===== src/rtl/uart_tx_drain_if.sv =====
// uart_tx_drain_if: FIFO read port and serial-line signals of the UART drain stage.
// The master modport is the transmitter's view; slave is the FIFO/pad side.
interface uart_tx_drain_if;
    logic       tx_en;
    logic       fifo_empty;
    logic [7:0] fifo_dout;
    logic       fifo_rd_en;
    logic       tx;
    logic       busy;
    logic       byte_done;

    modport master (
        input  tx_en, fifo_empty, fifo_dout,
        output fifo_rd_en, tx, busy, byte_done
    );

    modport slave (
        output tx_en, fifo_empty, fifo_dout,
        input  fifo_rd_en, tx, busy, byte_done
    );
endinterface


===== src/rtl/uart_tx_drain.sv =====
// uart_tx_drain: pops bytes from a standard (non-FWFT) FIFO and sends them as 8N1 on tx.
// Define UART_TX_PARITY_EN to insert an even-parity bit after D7 (8E1 frames).
module uart_tx_drain #(
    parameter int CLKS_PER_BIT = 868
) (
    input  logic            clk,
    input  logic            rst_n,
    uart_tx_drain_if.master bus
);
    localparam int               CNT_W    = $clog2(CLKS_PER_BIT);
    localparam logic [CNT_W-1:0] CNT_LAST = CNT_W'(CLKS_PER_BIT - 1);

`ifdef UART_TX_PARITY_EN
    typedef enum logic [2:0] {IDLE, FETCH, LOAD, START, DATA, PARITY, STOP} state_t;
`else
    typedef enum logic [2:0] {IDLE, FETCH, LOAD, START, DATA, STOP} state_t;
`endif

    state_t           state, state_next;
    logic [CNT_W-1:0] cnt, cnt_next;
    logic [2:0]       idx, idx_next;
    logic [7:0]       shift, shift_next;
    logic             tx_q, tx_next;
    logic             rd_q, rd_next;
    logic             done_q, done_next;
    logic             bit_end;
`ifdef UART_TX_PARITY_EN
    logic             par_q, par_next;
`endif

    assign bit_end = (cnt == CNT_LAST);

    always_ff @(posedge clk or negedge rst_n) begin
        if (!rst_n) begin
            state  <= IDLE;
            cnt    <= '0;
            idx    <= '0;
            shift  <= '0;
            tx_q   <= 1'b1;
            rd_q   <= 1'b0;
            done_q <= 1'b0;
`ifdef UART_TX_PARITY_EN
            par_q  <= 1'b0;
`endif
        end else begin
            state  <= state_next;
            cnt    <= cnt_next;
            idx    <= idx_next;
            shift  <= shift_next;
            tx_q   <= tx_next;
            rd_q   <= rd_next;
            done_q <= done_next;
`ifdef UART_TX_PARITY_EN
            par_q  <= par_next;
`endif
        end
    end

    // tx is registered, so each bit value is chosen one edge ahead, at the
    // terminal count of the previous bit.
    always_comb begin
        state_next = state;
        cnt_next   = cnt;
        idx_next   = idx;
        shift_next = shift;
        tx_next    = tx_q;
        rd_next    = 1'b0;
        done_next  = 1'b0;
`ifdef UART_TX_PARITY_EN
        par_next   = par_q;
`endif
        case (state)
            IDLE: begin
                tx_next = 1'b1;
                if (bus.tx_en && !bus.fifo_empty) begin
                    state_next = FETCH;
                    rd_next    = 1'b1;
                end
            end
            FETCH: begin
                state_next = LOAD;
            end
            LOAD: begin
                shift_next = bus.fifo_dout;
                tx_next    = 1'b0;
                cnt_next   = '0;
                state_next = START;
`ifdef UART_TX_PARITY_EN
                par_next   = ^bus.fifo_dout;
`endif
            end
            START: begin
                cnt_next = bit_end ? '0 : cnt + 1'b1;
                if (bit_end) begin
                    tx_next    = shift[0];
                    shift_next = {1'b0, shift[7:1]};
                    idx_next   = 3'd0;
                    state_next = DATA;
                end
            end
            DATA: begin
                cnt_next = bit_end ? '0 : cnt + 1'b1;
                if (bit_end) begin
                    if (idx == 3'd7) begin
`ifdef UART_TX_PARITY_EN
                        tx_next    = par_q;
                        state_next = PARITY;
`else
                        tx_next    = 1'b1;
                        state_next = STOP;
`endif
                    end else begin
                        tx_next    = shift[0];
                        shift_next = {1'b0, shift[7:1]};
                        idx_next   = idx + 3'd1;
                    end
                end
            end
`ifdef UART_TX_PARITY_EN
            PARITY: begin
                cnt_next = bit_end ? '0 : cnt + 1'b1;
                if (bit_end) begin
                    tx_next    = 1'b1;
                    state_next = STOP;
                end
            end
`endif
            STOP: begin
                cnt_next = bit_end ? '0 : cnt + 1'b1;
                if (bit_end) begin
                    tx_next    = 1'b1;
                    done_next  = 1'b1;
                    state_next = IDLE;
                end
            end
            default: begin
                state_next = IDLE;
                tx_next    = 1'b1;
            end
        endcase
    end

    assign bus.fifo_rd_en = rd_q;
    assign bus.tx         = tx_q;
    assign bus.byte_done  = done_q;
    assign bus.busy       = (state != IDLE);
endmodule


===== src/flat_wrapper.sv =====
// flat-port wrapper written by rule: the top's interface ports become plain ports
module uart_tx_drain_flat 
#(
    parameter int CLKS_PER_BIT = 868
)
  (clk, rst_n, bus_tx_en, bus_fifo_empty, bus_fifo_dout, bus_fifo_rd_en, bus_tx, bus_busy, bus_byte_done);
  uart_tx_drain_if bus_i ();
  input  logic clk;
  input  logic rst_n;
  input wire logic [$bits(bus_i.tx_en)-1:0] bus_tx_en;
  input wire logic [$bits(bus_i.fifo_empty)-1:0] bus_fifo_empty;
  input wire logic [$bits(bus_i.fifo_dout)-1:0] bus_fifo_dout;
  output wire logic [$bits(bus_i.fifo_rd_en)-1:0] bus_fifo_rd_en;
  output wire logic [$bits(bus_i.tx)-1:0] bus_tx;
  output wire logic [$bits(bus_i.busy)-1:0] bus_busy;
  output wire logic [$bits(bus_i.byte_done)-1:0] bus_byte_done;
  assign bus_i.tx_en = bus_tx_en;
  assign bus_i.fifo_empty = bus_fifo_empty;
  assign bus_i.fifo_dout = bus_fifo_dout;
  assign bus_fifo_rd_en = bus_i.fifo_rd_en;
  assign bus_tx = bus_i.tx;
  assign bus_busy = bus_i.busy;
  assign bus_byte_done = bus_i.byte_done;
  uart_tx_drain #(.CLKS_PER_BIT(CLKS_PER_BIT)) u_core (.clk(clk), .rst_n(rst_n), .bus(bus_i));
endmodule

===== config.mk =====
export PLATFORM = sky130hd
export DESIGN_NAME = uart_tx_drain_flat
export DESIGN_NICKNAME = d
export VERILOG_FILES = /design/src/rtl/uart_tx_drain_if.sv /design/src/rtl/uart_tx_drain.sv /design/src/flat_wrapper.sv
export SDC_FILE = /design/constraint.sdc
export NUM_CORES = 1
export LEC_CHECK = 0
export BUFFER_PORTS_ARGS = -buffer_cell sky130_fd_sc_hd__buf_4
export CAP_MARGIN = 20
export CORE_ASPECT_RATIO = 1.25
export CORE_MARGIN = 3
export CORE_UTILIZATION = 59
export CTS_CLUSTER_SIZE = 40
export DETAILED_ROUTE_END_ITERATION = 8
export GPL_ROUTABILITY_DRIVEN = 0
export PLACE_DENSITY = 0.8
export SYNTH_ARGS = -nofsm -noshare
export SYNTH_HDL_FRONTEND = slang
export SYNTH_SLANG_ARGS = --single-unit

===== constraint.sdc =====
create_clock -name clk -period 4.8 [get_ports clk]
set_clock_uncertainty 0.1 [all_clocks]
set_input_delay 0.96 -clock clk [delete_from_list [all_inputs] [get_ports clk]]
set_output_delay 0.96 -clock clk [all_outputs]
set_load 0.01 [all_outputs]

-- After elaboration in Yosys (flattened, before gate mapping)
Cells that the tools add are included.
- bits in registers: 27
- input port bits: 12
- add/sub/neg operators: 2
- equality and inequality tests: 13
- muxes and demuxes: 24
- bitwise gates (word level): 1
- reductions and logical operators: 12
- operators with widths (cell ; count):
    $mux 8 ; 3
    $pmux 8 s3 ; 1
    $mux 3 ; 7
    $pmux 10 s2 ; 1
    $pmux 3 s6 ; 1
    $reduce_and 4->1 ; 3
    $add 10x1->10 const B ; 1
    $eq 10x10->1 const B ; 1
    $mux 10 ; 1
    $ne 2x1->1 const B ; 5
    $eq 3x3->1 const B ; 3
    $mux 1 ; 8
    $eq 3x2->1 const B ; 2
    $pmux 3 s2 ; 1
    $reduce_bool 3->1 ; 2
    $pmux 1 s5 ; 1
    $reduce_and 5->1 ; 1
    $reduce_bool 2->1 ; 2
    $add 3x1->3 const B ; 1
    $eq 3x1->1 const B ; 1
    $logic_not 3->1 ; 1
    $reduce_or 3->1 ; 1
    $ne 2x2->1 const B ; 1
    $logic_and 1x1->1 ; 1
    2 further kinds ; 2

-- Logic depth before layout (Yosys ltp)
- depth after elaboration: 4
- mapped depth: 7
- gate-level depth less buffers: 6

-- Least setup slack after synthesis
Ideal clock, no wire load.
- path type: register to register
- start: register u_core.idx[0]
- end: register u_core.shift[6]
- setup time: 0.127 ns
- arrival time: 1.974 ns
- setup slack: 2.599 ns
- cell stages (with the launch flop): 7
- path buffers: 0
- period minus slack after synthesis: 2.201 ns
- cell sequence: dfrtp_1 -> ha_1 -> ha_1 -> or4b_4 -> nor4_4 -> o22ai_2 -> mux2_1
- cells in the longest elaborated chain, start to end: 3
- ends and longest elaborated chain (what ; line ; source):
    start: declaration ; uart_tx_drain.sv:21 ; logic [2:0] idx, idx_next;
    start signal: assignment ; uart_tx_drain.sv:48 ; idx <= idx_next;
    $eq 3x3->1 ; uart_tx_drain.sv:104 ; if (idx == 3'd7) begin
    $ne 2x2->1 (no source line) ; - ;
    $reduce_and 4->1 (no source line) ; - ;
    end signal: assignment ; uart_tx_drain.sv:49 ; shift <= shift_next;
    end: declaration ; uart_tx_drain.sv:22 ; logic [7:0] shift, shift_next;
No other way between the ends.
A chain may end at the register's enable or synchronous reset.

-- Worst setup path after layout
- start: register u_core.state[1]
- end: output port bus_busy
- cells in the longest elaborated chain, start to end: 1
- ends and longest elaborated chain (what ; line ; source):
    start: declaration ; uart_tx_drain.sv:19 ; state_t state, state_next;
    start signal: assignment ; uart_tx_drain.sv:46 ; state <= state_next;
    $reduce_bool 3->1 ; uart_tx_drain.sv:146 ; assign bus.busy = (state != IDLE);
    end: declaration ; flat_wrapper.sv:15 ; output wire logic [$bits(bus_i.busy)-1:0] bus_busy;
No other way between the ends.

==> run_results.csv <==
group,metric,value,unit
routing,wl_per_cell,14.9,um
routing,via_per_inst,6.20,
finish,syn_to_final_growth,11.0,%
critical_path,critPathKind,"flop to primary output",
place,dpl-instance-area,1620,um2
finish,layout-drive-gt1-share,0.271,
global_route,grt_overflow,0,
synth,yosysWarnings,0,
timing,worst_slew_pin_slew,0.473,ns
critical_path,cp-start-kind,"flop",
cts,clk_latency,0.33,ns
timing,slew_headroom,0.685,
critical_path,reg2reg_slack,2.40,ns
critical_path,critPathRequiredTime,3.74,ns
cts,cts_tree,"done",
floorplanning,coreArea,2310,um2
finish,finalNetCount,171,
synth,ys_ff_latch,27,
finish,fillerInstances,175,
floorplanning,rows,19,
cts,htreeDepth,1,
timing,final_hold_viol_count,0,
timing,min_period,2.49,ns
cts,clk_pin_slew,0.15,ns
cts,clock_sinks,27,
critical_path,slowest_delay,0.54,ns
floorplanning,die_width,50.9,um
finish,design_area,1650,um2
global_route,grt_pass1_wl,5040,um
place,io_buffers,15,
floorplanning,die_area,3160,um2
place,hpwl,2100,um
routing,vias,1154,
synth,avgSynthCellArea,10.6,um2
routing,route.met2.wl,1490,um
power_and_ir_drop,vdd.ir_drop.worst,0.207,mV
routing,wl_met3,77,um
synth,syn_nets,155,
critical_path,crit_arrival,1.43,ns
timing,fin_crit_sh,0.519,
timing,rsz0062_at_grt,"false",
routing,route.detailed.drc,0,
critical_path,rr_endpoint,"u_core.shift[6]",
finish,final_cell_mix,"26 x dfrtp_1, 16 x buf_4, 15 x mux2_2, 13 x nand2_1, 7 x nor2_1",
critical_path,crit_path_end_kind,"primary output",
finish,diodes,0,
finish,instances_no_fill,186,
cts,cts_max_path_buffers,2,
flow_run,cap_viol_max_count,0,
synth,ys_seq_area_frac,0.455,
cts,cts-resized-gates,0,
power_and_ir_drop,power,0.350,mW
cts,root_buffer,"clkbuf_4",
power_and_ir_drop,power-per-cell-area,212,nW/um2
routing,ant_nets,0,
critical_path,r2r_cells,6,
timing,finalSetupTns,0,ns
routing,drt_wl_total,2780,um
synth,syn_area,1490,um2
routing,top_layer_used,"met4",
cts,numCtsBuffers,3,
critical_path,crit_path_max_fanout,13,
critical_path,crit_chain,"nor3_1 -> inv_1 -> buf_4",
floorplanning,die-height,62.1,um
synth,postSynthCellCount,140,
routing,wirelength_met1,1170,um
finish,final_common_cell,"dfrtp_1",
critical_path,cp_slowest_cell,"dfrtp_1",
floorplanning,initial_core_util,0.645,
floorplanning,io_pins,16,
run_status,status,"complete, no violations",
power_and_ir_drop,p_leak,0.746,nW
global_route,grt_max_degree,28,
routing,first_iter_violations,25,
routing,drt_pass1_iterations,4,
finish,post-route-util,0.716,
timing,fmax,402,MHz
global_route,grt_usage,0.206,
timing,slew_viol_final,0,
cts,ctsHoldBuffers,0,
worst_hold_path,hold_path.class,"input port to asynchronous set/reset pin",
synth,synth_cell_types,44,
timing,setup_viol,0,
global_route,antenna_found_initial,0,
critical_path,rr_startpoint,"u_core.idx[0]",
global_route,grt_pass1_vias,1134,
cts,cts_setup_buffers,0,
place,dp_cells,182,
==> worst max-delay path, delay by kind of cell, from the launching register on <==
family / cells / cell delay, ns
buffers and inverters: 2 / 0.22
DFF: 1 / 0.54
and+or+nand+nor: 1 / 0.35
==> state kept, by name (all words and copies together) (netlist names) <==
| register | flops |
|---|---|
| u_core.bus.byte_done | 1 |
| u_core.idx | 3 |
| u_core.bus.tx | 1 |
| u_core.shift | 8 |
| u_core.state | 3 |
| u_core.cnt | 10 |
| u_core.bus.fifo_rd_en | 1 |
==> routing by layer <==
layer | GRT usage | vias up
met4 | 0.0774 | 0
met5 | 0 | -
met3 | 0.0287 | 4
met2 | 0.353 | 24
li1 | - | 552
met1 | 0.258 | 574
==> worst max path at each step <==
stage                    startpoint              end  slack, ns  cells after the start
floorplan             u_core.idx[0]  u_core.shift[6]       2.60                      6
global placement      u_core.idx[0]  u_core.shift[6]       2.52                      6
detailed placement    u_core.idx[0]  u_core.shift[6]       2.41                      6
CTS                 u_core.state[1]         bus_busy       2.31                      3
global route        u_core.state[1]         bus_busy       2.19                      3
finish              u_core.state[1]         bus_busy       2.31                      3
==> synth_stat cells, drive strengths merged <==
master | n | share of area
a221oi | 1 | 0.0059
nor2b | 3 | 0.013
inv | 3 | 0.0076
a31oi | 5 | 0.021
nand3 | 5 | 0.017
nand4b | 1 | 0.0059
a41oi | 1 | 0.0059
or4b | 1 | 0.0093
ha | 3 | 0.025
mux2i | 1 | 0.0067
o31ai | 2 | 0.010
o21bai | 1 | 0.0051
dfstp | 1 | 0.018
or4 | 1 | 0.0051
nand2b | 4 | 0.017
nand3b | 1 | 0.0051
or3 | 2 | 0.012
a22o | 4 | 0.024
a32oi | 2 | 0.012
nor4 | 1 | 0.014
nor3 | 3 | 0.013
a21oi | 5 | 0.017
o22ai | 1 | 0.0084
clkbuf | 2 | 0.0051
a21boi | 1 | 0.0076
dfrtp | 26 | 0.44
a41o | 1 | 0.0067
buf | 3 | 0.010
and3 | 4 | 0.017
nor3b | 1 | 0.0051
nor2 | 7 | 0.018
and2 | 2 | 0.0084
nand2 | 13 | 0.033
o211ai | 1 | 0.0051
and4b | 1 | 0.0067
a211o | 1 | 0.0059
or2 | 1 | 0.0042
mux2 | 16 | 0.12
a21o | 2 | 0.010
o21ai | 5 | 0.017
a211oi | 1 | 0.0051
==> cell type report <==
cell class | instances | area (um2) | area share
inverters | 3 | 11.3 | 0.00682
repair buffers | 16 | 120 | 0.0728
flip-flops and latches | 27 | 677 | 0.410
clock inverters | 1 | 5.00 | 0.00303
well taps | 31 | 38.8 | 0.0235
clock buffers | 3 | 22.5 | 0.0136
multi-input cells | 105 | 776 | 0.470
==> cell families (layout without fill, tap and decap cells) <==
group	Yosys count	count (layout)	synth area share
adder cells (fa/ha/maj)	3	3	0.0253
multiplexers	17	17	0.128
AND/OR/NAND/NOR	51	51	0.203
AO/OA/AOI/OAI	34	34	0.166
buffers and inverters	8	23	0.0227
flip-flops	27	27	0.455
==> report_power, final <==
group          internal, mW  switching, mW  total, mW
registers             0.231        0.00161      0.233
logic                0.0103        0.00705     0.0173
clock network        0.0313         0.0684     0.0997
total                 0.273         0.0771      0.350
==> stage by stage <==
step	hold slack [ns]	setup WS (ns)
after floorplan	0.360	2.60
after global placement	0.376	2.52
after detailed placement	0.383	2.41
after CTS	0.416	2.31
after global routing	0.405	2.19
final	0.407	2.31
Note: power is estimated with default switching activity, not from simulation.
